### config.mk
export PLATFORM = sky130hd
export DESIGN_NAME = vga_vram_arbiter_flat
export DESIGN_NICKNAME = d
export VERILOG_FILES = /design/src/rtl/vga_vram_arbiter_if.sv /design/src/rtl/vga_vram_arbiter.sv /design/src/flat_wrapper.sv
export SDC_FILE = /design/constraint.sdc
export NUM_CORES = 1
export LEC_CHECK = 0
export CORE_MARGIN = 2
export CORE_UTILIZATION = 48
export DETAILED_ROUTE_END_ITERATION = 8
export GPL_TIMING_DRIVEN = 0
export PLACE_DENSITY = 0.77
export SLEW_MARGIN = 20
export SYNTH_ARGS = -nofsm -noshare
export SYNTH_HDL_FRONTEND = slang
export SYNTH_SLANG_ARGS = --single-unit
### constraint.sdc
create_clock -name clk -period 2.9 [get_ports clk]
set_clock_uncertainty 0.15 [all_clocks]
set_input_delay 0.29 -clock clk [delete_from_list [all_inputs] [get_ports clk]]
set_output_delay 0.29 -clock clk [all_outputs]
set_load 0.01 [all_outputs]
### src/rtl/vga_vram_arbiter_if.sv
// Writer request/ack and VRAM bus bundle shared by the arbiter, the game-logic writer and the VRAM.
interface vga_vram_arbiter_if #(
  parameter int unsigned ADDR_W = 19,
  parameter int unsigned DATA_W = 24
);
  logic              wr_req;
  logic [ADDR_W-1:0] wr_addr;
  logic [DATA_W-1:0] wr_data;
  logic              wr_ack;
  logic [ADDR_W-1:0] mem_addr;
  logic              mem_we;
  logic [DATA_W-1:0] mem_wdata;
  logic [DATA_W-1:0] mem_rdata;

  modport slave (
    input  wr_req, wr_addr, wr_data, mem_rdata,
    output wr_ack, mem_addr, mem_we, mem_wdata
  );

  modport master (
    output wr_req, wr_addr, wr_data, mem_rdata,
    input  wr_ack, mem_addr, mem_we, mem_wdata
  );
endinterface

### src/rtl/vga_vram_arbiter.sv
// Single-port VRAM arbiter: prefetches scan-out pixels into a small FIFO and hands
// spare memory cycles to the game-logic writer.
module vga_vram_arbiter #(
  parameter int unsigned H_ACTIVE   = 640,
  parameter int unsigned V_ACTIVE   = 480,
  parameter int unsigned ADDR_W     = 19,
  parameter int unsigned DATA_W     = 24,
  parameter int unsigned FIFO_DEPTH = 4,
  parameter int unsigned LOW_WATER  = 2
) (
  input  logic              clk,
  input  logic              reset_n,
  input  logic              frame_start,
  input  logic              pix_en,
  output logic [DATA_W-1:0] pix_data,
  output logic              underflow,
  input  logic              clear_err,
  vga_vram_arbiter_if.slave bus
);

  localparam int unsigned PW = $clog2(FIFO_DEPTH);
  localparam int unsigned CW = PW + 1;
  localparam logic [ADDR_W-1:0] LAST_ADDR = ADDR_W'(H_ACTIVE * V_ACTIVE - 1);
  localparam logic [CW:0]       LOW_FILL  = (CW + 1)'(LOW_WATER);
  localparam logic [CW:0]       FULL_FILL = (CW + 1)'(FIFO_DEPTH);

  typedef enum logic [1:0] {S_WAIT, S_FETCH, S_DONE} state_e;

  state_e            state_q, state_d;
  logic [ADDR_W-1:0] fetch_addr_q, fetch_addr_d;
  logic [ADDR_W-1:0] mem_addr_q, mem_addr_d;
  logic [CW-1:0]     count_q, count_d;
  logic [PW-1:0]     rd_ptr_q, rd_ptr_d;
  logic [PW-1:0]     wr_ptr_q, wr_ptr_d;
  logic              inflight_q, inflight_d;
  logic [DATA_W-1:0] pix_q, pix_d;
  logic              underflow_q, underflow_d;
  logic [DATA_W-1:0] fifo_q [FIFO_DEPTH];
  logic [DATA_W-1:0] fifo_d [FIFO_DEPTH];

  logic [CW:0] fill;
  logic        fetching, rd_go, wr_go, push, pop;

  // Grant decision; everything is gated off while reset is held so the bus stays quiet.
  always_comb begin
    fill     = {1'b0, count_q} + (CW + 1)'(inflight_q);
    fetching = (state_q == S_FETCH);
    rd_go    = 1'b0;
    wr_go    = 1'b0;
    if (reset_n) begin
      if (frame_start)                           wr_go = bus.wr_req;
      else if (fetching && (fill <= LOW_FILL))   rd_go = 1'b1;
      else if (bus.wr_req)                       wr_go = 1'b1;
      else if (fetching && (fill < FULL_FILL))   rd_go = 1'b1;
    end
    bus.mem_we    = wr_go;
    bus.wr_ack    = wr_go;
    bus.mem_wdata = bus.wr_data;
    if (wr_go)      bus.mem_addr = bus.wr_addr;
    else if (rd_go) bus.mem_addr = fetch_addr_q;
    else            bus.mem_addr = mem_addr_q;
  end

  always_comb begin
    state_d      = state_q;
    fetch_addr_d = fetch_addr_q;
    mem_addr_d   = bus.mem_addr;
    count_d      = count_q;
    rd_ptr_d     = rd_ptr_q;
    wr_ptr_d     = wr_ptr_q;
    pix_d        = pix_q;
    fifo_d       = fifo_q;
    inflight_d   = rd_go;

    // A return arriving in the frame_start cycle belongs to the old frame and is dropped.
    push = inflight_q && !frame_start;
    pop  = pix_en && (count_q != '0);

    if (pix_en) pix_d = pop ? fifo_q[rd_ptr_q] : '0;
    underflow_d = (pix_en && !pop) ? 1'b1 : (clear_err ? 1'b0 : underflow_q);

    if (push) begin
      fifo_d[wr_ptr_q] = bus.mem_rdata;
      wr_ptr_d         = wr_ptr_q + PW'(1);
    end
    if (pop) rd_ptr_d = rd_ptr_q + PW'(1);
    count_d = count_q + CW'(push) - CW'(pop);

    if (rd_go) begin
      fetch_addr_d = fetch_addr_q + ADDR_W'(1);
      if (fetch_addr_q == LAST_ADDR) state_d = S_DONE;
    end

    if (frame_start) begin
      state_d      = S_FETCH;
      fetch_addr_d = '0;
      count_d      = '0;
      rd_ptr_d     = '0;
      wr_ptr_d     = '0;
    end
  end

  always_ff @(posedge clk or negedge reset_n) begin
    if (!reset_n) begin
      state_q      <= S_WAIT;
      fetch_addr_q <= '0;
      mem_addr_q   <= '0;
      count_q      <= '0;
      rd_ptr_q     <= '0;
      wr_ptr_q     <= '0;
      inflight_q   <= 1'b0;
      pix_q        <= '0;
      underflow_q  <= 1'b0;
      fifo_q       <= '{default: '0};
    end else begin
      state_q      <= state_d;
      fetch_addr_q <= fetch_addr_d;
      mem_addr_q   <= mem_addr_d;
      count_q      <= count_d;
      rd_ptr_q     <= rd_ptr_d;
      wr_ptr_q     <= wr_ptr_d;
      inflight_q   <= inflight_d;
      pix_q        <= pix_d;
      underflow_q  <= underflow_d;
      fifo_q       <= fifo_d;
    end
  end

  assign pix_data  = pix_q;
  assign underflow = underflow_q;

endmodule

### src/flat_wrapper.sv
// flat-port wrapper written by rule: the top's interface ports become plain ports
module vga_vram_arbiter_flat 
#(
  parameter int unsigned H_ACTIVE   = 640,
  parameter int unsigned V_ACTIVE   = 480,
  parameter int unsigned ADDR_W     = 19,
  parameter int unsigned DATA_W     = 24,
  parameter int unsigned FIFO_DEPTH = 4,
  parameter int unsigned LOW_WATER  = 2
)
  (clk, reset_n, frame_start, pix_en, pix_data, underflow, clear_err, bus_wr_req, bus_wr_addr, bus_wr_data, bus_mem_rdata, bus_wr_ack, bus_mem_addr, bus_mem_we, bus_mem_wdata);
  vga_vram_arbiter_if #(.ADDR_W(ADDR_W), .DATA_W(DATA_W)) bus_i ();
  input  logic clk;
  input  logic reset_n;
  input  logic frame_start;
  input  logic pix_en;
  output logic [DATA_W-1:0] pix_data;
  output logic underflow;
  input  logic clear_err;
  input wire logic [$bits(bus_i.wr_req)-1:0] bus_wr_req;
  input wire logic [$bits(bus_i.wr_addr)-1:0] bus_wr_addr;
  input wire logic [$bits(bus_i.wr_data)-1:0] bus_wr_data;
  input wire logic [$bits(bus_i.mem_rdata)-1:0] bus_mem_rdata;
  output wire logic [$bits(bus_i.wr_ack)-1:0] bus_wr_ack;
  output wire logic [$bits(bus_i.mem_addr)-1:0] bus_mem_addr;
  output wire logic [$bits(bus_i.mem_we)-1:0] bus_mem_we;
  output wire logic [$bits(bus_i.mem_wdata)-1:0] bus_mem_wdata;
  assign bus_i.wr_req = bus_wr_req;
  assign bus_i.wr_addr = bus_wr_addr;
  assign bus_i.wr_data = bus_wr_data;
  assign bus_i.mem_rdata = bus_mem_rdata;
  assign bus_wr_ack = bus_i.wr_ack;
  assign bus_mem_addr = bus_i.mem_addr;
  assign bus_mem_we = bus_i.mem_we;
  assign bus_mem_wdata = bus_i.mem_wdata;
  vga_vram_arbiter #(.H_ACTIVE(H_ACTIVE), .V_ACTIVE(V_ACTIVE), .ADDR_W(ADDR_W), .DATA_W(DATA_W), .FIFO_DEPTH(FIFO_DEPTH), .LOW_WATER(LOW_WATER)) u_core (.clk(clk), .reset_n(reset_n), .frame_start(frame_start), .pix_en(pix_en), .pix_data(pix_data), .underflow(underflow), .clear_err(clear_err), .bus(bus_i));
endmodule
==> flow_summary_export.csv <==
group,metric,value,unit
cells_and_area,antenna_cells,0,
cts,numCtsBuffers,17,
synthesis,synth_area_leaders,"dfrtp_1 54%, mux2_2 14%, mux4_2 6.9%",
synthesis,seq_area_frac_synth,0.541,
timing,rsz0062_at_grt,"true",
cts,root_buffer,"clkbuf_16",
cells_and_area,final_cell_mix,"168 x dfrtp_1, 100 x mux2_2, 96 x clkdlybuf4s50_1",
global_routing,grtUsageTotal,0.234,
timing,setup_violations,21,
worst_setup_path,crit_type,"flop to output port",
die,die-area,0.0173,mm²
timing,min_period_over_period,1.11,
cells_and_area,stdcell_area,0.0108,mm²
timing,fin_ws,-315,ps
die,rows,46,
synthesis,syn_avg_cell_area,12.1,µm²
worst_setup_path,cp.required,2460,ps
timing,min_period,3220,ps
cells_and_area,final_cells,1074,
flow_run,cap_violations,0,
global_routing,grt_max_degree,97,
cts,holdBufCountCts,3,
timing,slew_violations,0,
synthesis,synthCells,647,
place,post-place-cells,982,
die,start_util,0.492,
synthesis,ys_types,40,
timing,tightest_slew,764,ps
synthesis,ys_seq_elements,169,
global_routing,grt_pass1_wl,32.2,mm
status,violations,"hold timing, setup timing",
timing,max_freq,311,MHz
cells_and_area,layout_commonest_cell,"dfrtp_1",
die,ios,143,
status,status,"finished with violations",
power,powerDensity,823,mW/mm²
drt,drt-total-wl,20.5,mm
drt,dr.first_iter.drc_count,415,
power,ir_drop,0.000562,V
worst_setup_path,cp-end-kind,"output port",
drt,wl_per_cell,19.1,µm
drt,firstDrtPassIters,4,
worst_hold_path,hp-class,"primary input to async pin",
drt,antenna_left,0,
synthesis,synth_edf_count,0,
synthesis,synth_ff_type,"dfrtp_1",
drt,drc,0,
timing,worst_hold_slack,-264,ps
global_routing,antenna_found_initial,0,
drt,num_vias,5936,
cts,clk_pin_slew,60,ps
cts,tritoncts,"yes",
timing,finalSetupTns,-5530,ps
cells_and_area,drive_gt1_frac,0.369,
cts,cts_max_level,4,
place,place_hpwl,12.6,mm
global_routing,overflow,0,
cells_and_area,n_fill_cell,1090,
timing,slew_headroom,0.491,
synthesis,async_reset_ff_frac,1.00,
place,place_congestion,0.858,
place,port_buffers,118,
cells_and_area,area_growth,38.6,%
die,chipHeight,132,µm
worst_setup_path,crit_path_start_kind,"flop",
worst_setup_path,critPathMaxFanout,7,
die,die_x,132,µm
place,placed_cell_area,0.00930,mm²
synthesis,syn_nets,731,
cts,clk_latency,430,ps
die,placeableCoreArea,0.0159,mm²
cells_and_area,final_nets,929,
synthesis,synth_top_area_share,0.541,
global_routing,grt_pass1_vias,6368,
drt,viasPerCell,5.53,
worst_setup_path,arrival,2780,ps
timing,hold_viol,93,
synthesis,synth_top_area_cell,"dfrtp_1",
synthesis,ys.warnings.count,0,
cts,cts_num_sinks,169,
cts,cts_buffer_depth,2,
power,leakage,4.82,nW
synthesis,syn-cell-area,0.00782,mm²
==> final cells by class <==
type | count | area (µm²) | area share
Buffer | 63 | 455 | 0.0420
Clock buffer | 19 | 433 | 0.0400
Clock inverter | 13 | 184 | 0.0170
Inverter | 35 | 131 | 0.0121
Multi-Input combinational cell | 378 | 3430 | 0.317
Sequential cell | 169 | 4230 | 0.391
Tap cell | 216 | 270 | 0.0249
Timing Repair Buffer | 181 | 1700 | 0.157
==> Yosys cell counts, types with 5 or more instances <==
cell / n
dfrtp_1: 169
mux2_2: 100
o21ai_0: 47
nand2_1: 41
inv_1: 35
nor2_1: 33
clkbuf_1: 30
nand3_1: 27
buf_4: 25
mux4_2: 24
a31oi_1: 19
a21oi_1: 14
o31ai_1: 11
or4_1: 11
ha_1: 10
buf_1: 8
nor2b_1: 5
==> worst max-delay path, cell delays in order, from the launching register on <==
cell and delay [ps]:
dfrtp_1 410, ha_4 180, ha_4 210, and3_4 170, or4b_4 580, clkbuf_16 190, clkbuf_16 160, o21ai_2 150
a31oi_2 120, buf_2 160
==> sequential cells by signal, indices dropped and copies added, names as in the netlist <==
name,cells
u_core.inflight_q,1
u_core.pix_data,24
u_core.rd_ptr_q,2
u_core.mem_addr_q,19
u_core.count_q,3
u_core.wr_ptr_q,2
u_core.fifo_q,96
u_core.fetch_addr_q,19
u_core.state_q,2
u_core.underflow,1
==> routing by layer <==
| layer | global-route usage | vias up | part of all wire |
|---|---|---|---|
| met5 | 0 | - | 0 |
| met4 | 0.0900 | 0 | 0.027 |
| met3 | 0.0606 | 48 | 0.056 |
| met2 | 0.416 | 225 | 0.52 |
| met1 | 0.269 | 2988 | 0.40 |
| li1 | - | 2675 | - |
==> stage by stage <==
stage / utilization / setup slack, ps / power (mW)
after detailed placement: 0.586 / -1080 / 5.91
after global routing: 0.682 / -375 / 9.38
final: 0.682 / -315 / 8.92
after CTS: 0.660 / -313 / 8.69
after global placement: 0.583 / -7020 / 5.78
after floorplan: - / 81.8 / 4.81
==> path summary, 6_finish.rpt <==
path | slack (ps) | start | endpoint | cells after the start
worst max-delay path | -320 | u_core.count_q[0]$_DFF_PN0_ | bus_mem_addr[16] | 9
worst min-delay path | -260 | reset_n | u_core.fetch_addr_q[6]$_DFFE_PN0P_ | 2
worst max register to register | -200 | u_core.count_q[0]$_DFF_PN0_ | u_core.mem_addr_q[11]$_DFF_PN0_ | 14
worst min register to register | 350 | u_core.state_q[1]$_DFFE_PN0P_ | u_core.state_q[1]$_DFFE_PN0P_ | 1
max in group asynchronous | 1810 | reset_n | u_core.fetch_addr_q[13]$_DFFE_PN0P_ | 4
min in group clk | 290 | clear_err | u_core.underflow$_DFFE_PN0P_ | 2
==> report_power, final <==
part / leakage (nW) / internal [mW] / switching (mW) / total (mW)
logic: 2.31 / 1.83 / 1.31 / 3.13
registers: 2.22 / 3.02 / 0.395 / 3.41
clock network: 0.298 / 1.38 / 0.988 / 2.37
total: 4.82 / 6.23 / 2.69 / 8.92
==> repair_timing <==
item                                    in CTS  in global routing
hold endpoints to repair                    76                 93
cloned                                       1                  1
gates resized for setup                    149                 58
buffers inserted                            46                 18
pin swaps                                   21                 19
endpoints found under the setup margin      56                 38
==> logic make-up (layout without fill, tap and decap cells) <==
| logic type | count (synthesis) | after routing | share of synthesized area |
|---|---|---|---|
| compound gates | 96 | 96 | 0.0701 |
| simple gates | 140 | 140 | 0.0879 |
| flops | 169 | 169 | 0.541 |
| fa+ha+maj | 11 | 11 | 0.0186 |
| mux | 126 | 126 | 0.216 |
| buf+inv | 100 | 311 | 0.0611 |
| xor+xnor | 5 | 5 | 0.00560 |
No activity file was read; power rests on OpenSTA's default activity.
